`src/rtl/ifetch_pkg.sv`:
```
// Shared definitions for the instruction-fetch stage: FSM encoding, reset PC,
// MIPS instruction field positions and the opcodes the control decoder also uses.
package ifetch_pkg;

    typedef enum logic [1:0] {
        ST_IDLE  = 2'd0,
        ST_REQ   = 2'd1,
        ST_VALID = 2'd2
    } fetch_state_e;

    localparam logic [31:0] RESET_PC_DEFAULT = 32'h0000_3000;

    localparam int OPCODE_HI = 31;
    localparam int OPCODE_LO = 26;
    localparam int RS_HI     = 25;
    localparam int RS_LO     = 21;
    localparam int RT_HI     = 20;
    localparam int RT_LO     = 16;
    localparam int RD_HI     = 15;
    localparam int RD_LO     = 11;
    localparam int SHAMT_HI  = 10;
    localparam int SHAMT_LO  = 6;
    localparam int FUNCT_HI  = 5;
    localparam int FUNCT_LO  = 0;
    localparam int IMM_HI    = 15;
    localparam int IMM_LO    = 0;
    localparam int JIDX_HI   = 25;
    localparam int JIDX_LO   = 0;

    localparam logic [5:0] OP_RTYPE = 6'b000000;
    localparam logic [5:0] OP_J     = 6'b000010;
    localparam logic [5:0] OP_ADDI  = 6'b001000;
    localparam logic [5:0] OP_LUI   = 6'b001111;
    localparam logic [5:0] OP_LW    = 6'b100011;

    // Word-scaled, sign-extended branch displacement.
    function automatic logic [31:0] branch_offset(input logic [15:0] imm);
        return {{14{imm[15]}}, imm, 2'b00};
    endfunction

endpackage

```
`src/rtl/ifetch_unit_npc_sel.sv`:
```
// Next-PC selection: jump beats taken branch beats fall-through, result word aligned.
module npc_sel
    import ifetch_pkg::*;
#(
    parameter int ADDR_W = 32
) (
    input  logic [ADDR_W-1:0] pc_plus4,
    input  logic [31:0]       instr,
    input  logic              jump,
    input  logic              branch,
    input  logic              zero,
    output logic [ADDR_W-1:0] next_pc
);

    logic [ADDR_W-1:0] jumpTarget;
    logic [ADDR_W-1:0] branchTarget;
    logic [ADDR_W-1:0] selPc;
    logic              unusedOpcode;

    assign jumpTarget   = ADDR_W'({pc_plus4[ADDR_W-1 -: 4], instr[JIDX_HI:JIDX_LO], 2'b00});
    assign branchTarget = pc_plus4 + ADDR_W'(branch_offset(instr[IMM_HI:IMM_LO]));
    assign unusedOpcode = ^instr[OPCODE_HI:OPCODE_LO];

    always_comb begin
        selPc = pc_plus4;
        if (jump) begin
            selPc = jumpTarget;
        end else if (branch && zero) begin
            selPc = branchTarget;
        end
    end

    assign next_pc = selPc & ~ADDR_W'(3);

endmodule

```
`src/rtl/ifetch_unit.sv`:
```
// Instruction-fetch stage: PC register, instruction register and the
// IDLE/REQ/VALID handshake FSM toward instruction memory.
module ifetch_unit
    import ifetch_pkg::*;
#(
    parameter int                ADDR_W   = 32,
    parameter logic [ADDR_W-1:0] RESET_PC = ADDR_W'(RESET_PC_DEFAULT)
) (
    input  logic              clk,
    input  logic              rst,
    output logic              imem_req,
    output logic [ADDR_W-1:0] imem_addr,
    input  logic              imem_ack,
    input  logic [31:0]       imem_rdata,
    output logic [ADDR_W-1:0] pc,
    output logic [ADDR_W-1:0] pc_plus4,
    output logic [31:0]       instr,
    output logic [5:0]        opcode,
    output logic [4:0]        rs,
    output logic [4:0]        rt,
    output logic [4:0]        rd,
    output logic [4:0]        shamt,
    output logic [5:0]        funct,
    output logic [15:0]       imm16,
    output logic              instr_valid,
    input  logic              instr_done,
    input  logic              jump,
    input  logic              branch,
    input  logic              zero
);

    fetch_state_e      state_q, state_d;
    logic [ADDR_W-1:0] pc_q, pc_d;
    logic [31:0]       instr_q, instr_d;
    logic [ADDR_W-1:0] nextPc;

    npc_sel #(
        .ADDR_W (ADDR_W)
    ) u_npc_sel (
        .pc_plus4 (pc_plus4),
        .instr    (instr_q),
        .jump     (jump),
        .branch   (branch),
        .zero     (zero),
        .next_pc  (nextPc)
    );

    always_ff @(posedge clk or posedge rst) begin
        if (rst) begin
            state_q <= ST_IDLE;
            pc_q    <= RESET_PC;
            instr_q <= '0;
        end else begin
            state_q <= state_d;
            pc_q    <= pc_d;
            instr_q <= instr_d;
        end
    end

    // Each input is only honoured in the one state that expects it.
    always_comb begin
        state_d = state_q;
        pc_d    = pc_q;
        instr_d = instr_q;
        unique case (state_q)
            ST_IDLE: begin
                state_d = ST_REQ;
            end
            ST_REQ: begin
                if (imem_ack) begin
                    instr_d = imem_rdata;
                    state_d = ST_VALID;
                end
            end
            ST_VALID: begin
                if (instr_done) begin
                    pc_d    = nextPc;
                    state_d = ST_REQ;
                end
            end
            default: begin
                state_d = ST_IDLE;
            end
        endcase
    end

    // Decoded from state so a reset drops the request without waiting for a clock.
    assign imem_req    = (state_q == ST_REQ);
    assign instr_valid = (state_q == ST_VALID);
    assign imem_addr   = pc_q;
    assign pc          = pc_q;
    assign pc_plus4    = pc_q + ADDR_W'(4);
    assign instr       = instr_q;

    assign opcode = instr_q[OPCODE_HI:OPCODE_LO];
    assign rs     = instr_q[RS_HI:RS_LO];
    assign rt     = instr_q[RT_HI:RT_LO];
    assign rd     = instr_q[RD_HI:RD_LO];
    assign shamt  = instr_q[SHAMT_HI:SHAMT_LO];
    assign funct  = instr_q[FUNCT_HI:FUNCT_LO];
    assign imm16  = instr_q[IMM_HI:IMM_LO];

endmodule

```
`config.mk`:
```
export PLATFORM = sky130hd
export DESIGN_NAME = ifetch_unit
export DESIGN_NICKNAME = d
export VERILOG_FILES = /design/src/rtl/ifetch_pkg.sv /design/src/rtl/ifetch_unit_npc_sel.sv /design/src/rtl/ifetch_unit.sv
export SDC_FILE = /design/constraint.sdc
export NUM_CORES = 1
export LEC_CHECK = 0
export CORE_ASPECT_RATIO = 0.9
export CORE_MARGIN = 5
export CORE_UTILIZATION = 46
export DETAILED_ROUTE_END_ITERATION = 16
export HOLD_SLACK_MARGIN = 0.12
export PLACE_DENSITY_LB_ADDON = 0.05
export SETUP_SLACK_MARGIN = 0.15
export SYNTH_ARGS = -nofsm -noshare
export SYNTH_HDL_FRONTEND = slang
export SYNTH_HIERARCHICAL = 1
export SYNTH_SLANG_ARGS = --single-unit
```
`constraint.sdc`:
```
create_clock -name clk -period 4.1 [get_ports clk]
set_input_delay 0.82 -clock clk [delete_from_list [all_inputs] [get_ports clk]]
set_output_delay 0.82 -clock clk [all_outputs]
set_load 0.005 [all_outputs]
```
==> results of run 1 <==
[synthesized netlist by cell type, types with 2 or more instances]
cell type	instances	area [µm²]
mux2_2	69	777.0
o21bai_1	6	45.04
dfstp_2	2	52.55
a311oi_1	2	17.52
inv_1	8	30.03
a31oi_1	2	12.51
a21oi_2	5	43.79
a22oi_1	2	15.01
nor2_1	35	131.4
nand3b_1	2	15.01
buf_2	9	45.04
o31ai_1	2	15.01
xnor2_1	38	332.8
nand2_1	57	214.0
and3_1	5	31.28
and4_1	3	26.28
ha_1	30	375.4
and2_1	6	37.54
nor3_1	7	35.03
o21a_1	2	15.01
a21oi_1	39	195.2
xor2_1	13	113.9
a221o_1	2	20.02
o21ai_0	32	160.2
buf_1	4	15.01
nand3_1	20	100.1
clkbuf_1	10	37.54
nor2_2	2	12.51
nor3b_1	7	52.55
mux2i_1	8	80.08
nor2b_1	6	37.54
nand4_1	14	87.58
dfrtp_1	64	1602
o21ai_1	5	25.02
nor4_1	3	18.77
a21o_1	18	135.1
nand2b_1	5	31.28
buf_4	84	630.6
[worst max path at each step]
stage          slack (ns)  depth (start not counted)           from             to
2_1_floorplan        0.54                         16  imem_addr[12]  imem_addr[31]
3_3_place_gp         0.26                         14  imem_addr[12]  imem_addr[30]
3_5_place_dp         0.24                         14  imem_addr[12]  imem_addr[30]
4_1_cts              0.19                         14  imem_addr[12]  imem_addr[30]
5_1_grt              0.12                         15  imem_addr[12]  imem_addr[28]
6_report             0.37                         16   imem_addr[8]  imem_addr[22]
[layer usage]
layer	up-vias	wire length (µm)	global-route usage
met1	2630	9312	0.4024
li1	2541	-	-
met3	32	2044	0.08303
met4	0	316	0.07013
met2	307	8647	0.3688
met5	-	0	0
[through the flow]
step / instance area [µm²] / utilization / total power, mW
floorplan: 5913 / - / 4.839
global placement: 7760 / 0.6140 / 7.034
detailed placement: 7760 / 0.6140 / 7.076
CTS: 8071 / 0.6387 / 7.957
global route: 8264 / 0.6539 / 8.712
finish: 8264 / 0.6539 / 8.147
[sequential cells by signal (all words and copies together) (netlist names)]
register	flops
imem_addr	32
instr	32
state_q	2
[final cells by class]
class,instances,area share
multi-input cells,472,0.4389
inverters,8,0.003634
clock inverters,6,0.008781
clock buffers,10,0.02892
flip-flops and latches,66,0.2012
repair buffers,252,0.2937
well taps,164,0.02483
[worst max-delay path: cells and delay by family, from the launching register on]
family	cells	cell delay (ns)
flops	1	0.44
buf+inv	1	0.18
fa+ha+maj	1	0.37
xor+xnor	2	0.32
simple gates	5	0.70
compound gates	6	1.36
mux	1	0.26
[where the power goes]
group,switching (mW),internal [mW],leakage (nW)
Clock,0.312,0.493,0.150
Sequential,0.586,0.978,0.788
Combinational,2.62,3.16,2.58
Total,3.52,4.63,3.51
[logic make-up (layout without fill, tap and decap cells)]
logic type	after synthesis	in the layout	synth area share
AND/OR/NAND/NOR	179	179	0.1558
AO/OA/AOI/OAI	131	131	0.1444
buffers and inverters	116	276	0.1292
multiplexers	78	78	0.1476
flip-flops	66	66	0.2799
XOR/XNOR	51	51	0.07559
adder cells (fa/ha/maj)	31	31	0.06691
other	1	2	0.0006346
[repair_timing]
action / 4_1_cts / 5_1_grt
gates resized for setup: 0 / 30
setup buffers: 0 / 7
setup endpoints to repair: 0 / 13
hold buffers: 0 / 0
endpoints found under the hold margin: 0 / 0
==> results.md, run 1 <==
- Total negative slack: 0 ns
- Placed cells: 955
- Most common cell after layout, fill and taps aside: clkdlybuf4s50_1
- Hold Path Sink: state_q[0]
- Via-per-instance ratio: 5.634
- Routability cong.: roughly 0.95
- Setup Skew: roughly 0.0093 ns
- CP dominant cell by count: nor2_2
- Worst slew pin tran: 1.085 ns
- Core area: roughly 13,000 µm²
- Ports: around 220
- Synthesized area: 5909 µm²
- PD cells: a little under 1000 nW/µm²
- CP Capture Type: register
- Slowest CP cell: dfrtp_1
- Number of fill cells: ~1,100
- Worst setup margin: 0.3674 ns
- Vias: 5,510
- First-pass iteration count of the detailed router: 5
- Hold Path Origin: state_q[1]
- WP data arrival: between 3 and 4 ns
- Post-synth top flop: dfrtp_1
- FFs w/ async S/R, synth: 1.000
- Static leakage: around 3.5 nW
- Multi-input logic area: about 3600 µm²
- RSZ-0062 raised after global routing: false
- Final setup viols: 0
- Vias in the first global route: 5,631
- Number of enable flip-flop cells after synthesis: 0
- GR Util All Layers: 0.2674
- Ant diodes: 0
- Worst slack, placed: 0.2413 ns
- Max IR drop VDD: 0.4364 mV
- # clock sinks: 66
- H-Tree Depth: 3
- Max_cap viols: 0
- Clock tree buffer depth: 2
- Ys Warns: 6
- Die ar.: 15,220 µm²
- R2R Path End: imem_addr[22]
- Ratio of cells with drive above 1 in the final layout: 0.2076
- Hold Vio Cnt, Final: 0
- WHS Path Cells: 1
- Relative slew slack: 0.2753
- Num CTS Buffers: 9
- Total gr overflow: 0
- WS Path Type: register to register
- Critical path startpoint category: register
- Reg2reg start: imem_addr[8]
- Rows: 39
- Clock-pin slew on the worst setup and hold paths: approximately 0.06 ns
- R2r setup slk: roughly 0.37 ns
- Area Overhead vs Synth: 39.85%
- CTS root buf: clkbuf_16
- WL per Instance: 20.78 µm
- Die X: approximately 130 µm
- DRC Markers: 0
- Port bufs: between 200 and 250
- Data required time at the worst endpoint: between 4 and 5 ns
- Register bit total from synthesis: 66
- Yosys cell types: 63
- Slew Limit Fails: 0
- CTS tree: built
- R2R cell count: 16
- CP max FO: 6
- Critical path, cell by cell: nand4_1 > buf_4 > nor2_2 > nand3_1 > xnor2_2 > ha_1 > a21o_1 > a21oi_1 > nor2b_1 > o311a_1 > o31ai_2 > o21ai_1 > nor2_2 > xnor2_1 > a221o_1 > mux2_2
- Initial Util: 0.4676
- Outcome: completed
- Final WL: 20,320 µm
- Post-Synthesis Cells: between 600 and 700
- Final period util: 0.9104
- Clock latency on the worst-skew pair: approximately 0.34 ns
- Min-Delay Path Class: register to register
- Period minus WS final: roughly 3.7 ns
- Hold WS: approximately 0.5 ns
- Most frequent cells in the layout: 215 x clkdlybuf4s50_1, 69 x mux2_2, 57 x nand2_1, 57 x dfrtp_1, 37 x a21oi_1
- Syn avg cell area: ~9.0 µm²
- Fmax: 267.9 MHz
- Dpl hpwl: 15,580 µm
- Initial antenna violation count: 0
- DR iter-0 viols: roughly 500
- Non-Filler Instances: around 980
- CP max stage delay: between 0.4 and 0.5 ns
- Register Area: roughly 1700 µm²
- Global-route wire length before repair: roughly 32,000 µm
- Routed Antenna Nets: 0
- Fin nets: 879
- Die H: 117.5 µm
- Largest net degree at the start of global routing: between 50 and 60
- Sequential fraction of the synthesis area: 0.2799
Power figures use the tool's default switching activity.
==> inputs of run 2 (changes only) <==
--- a/config.mk
+++ b/config.mk
@@ -12,6 +12,7 @@
 export HOLD_SLACK_MARGIN = 0.12
 export PLACE_DENSITY_LB_ADDON = 0.05
 export SETUP_SLACK_MARGIN = 0.15
+export SLEW_MARGIN = 5
 export SYNTH_ARGS = -nofsm -noshare
 export SYNTH_HDL_FRONTEND = slang
 export SYNTH_HIERARCHICAL = 1
==> results of run 2 <==
No change in the layout: final DEF, timing and power equal those of run 1.
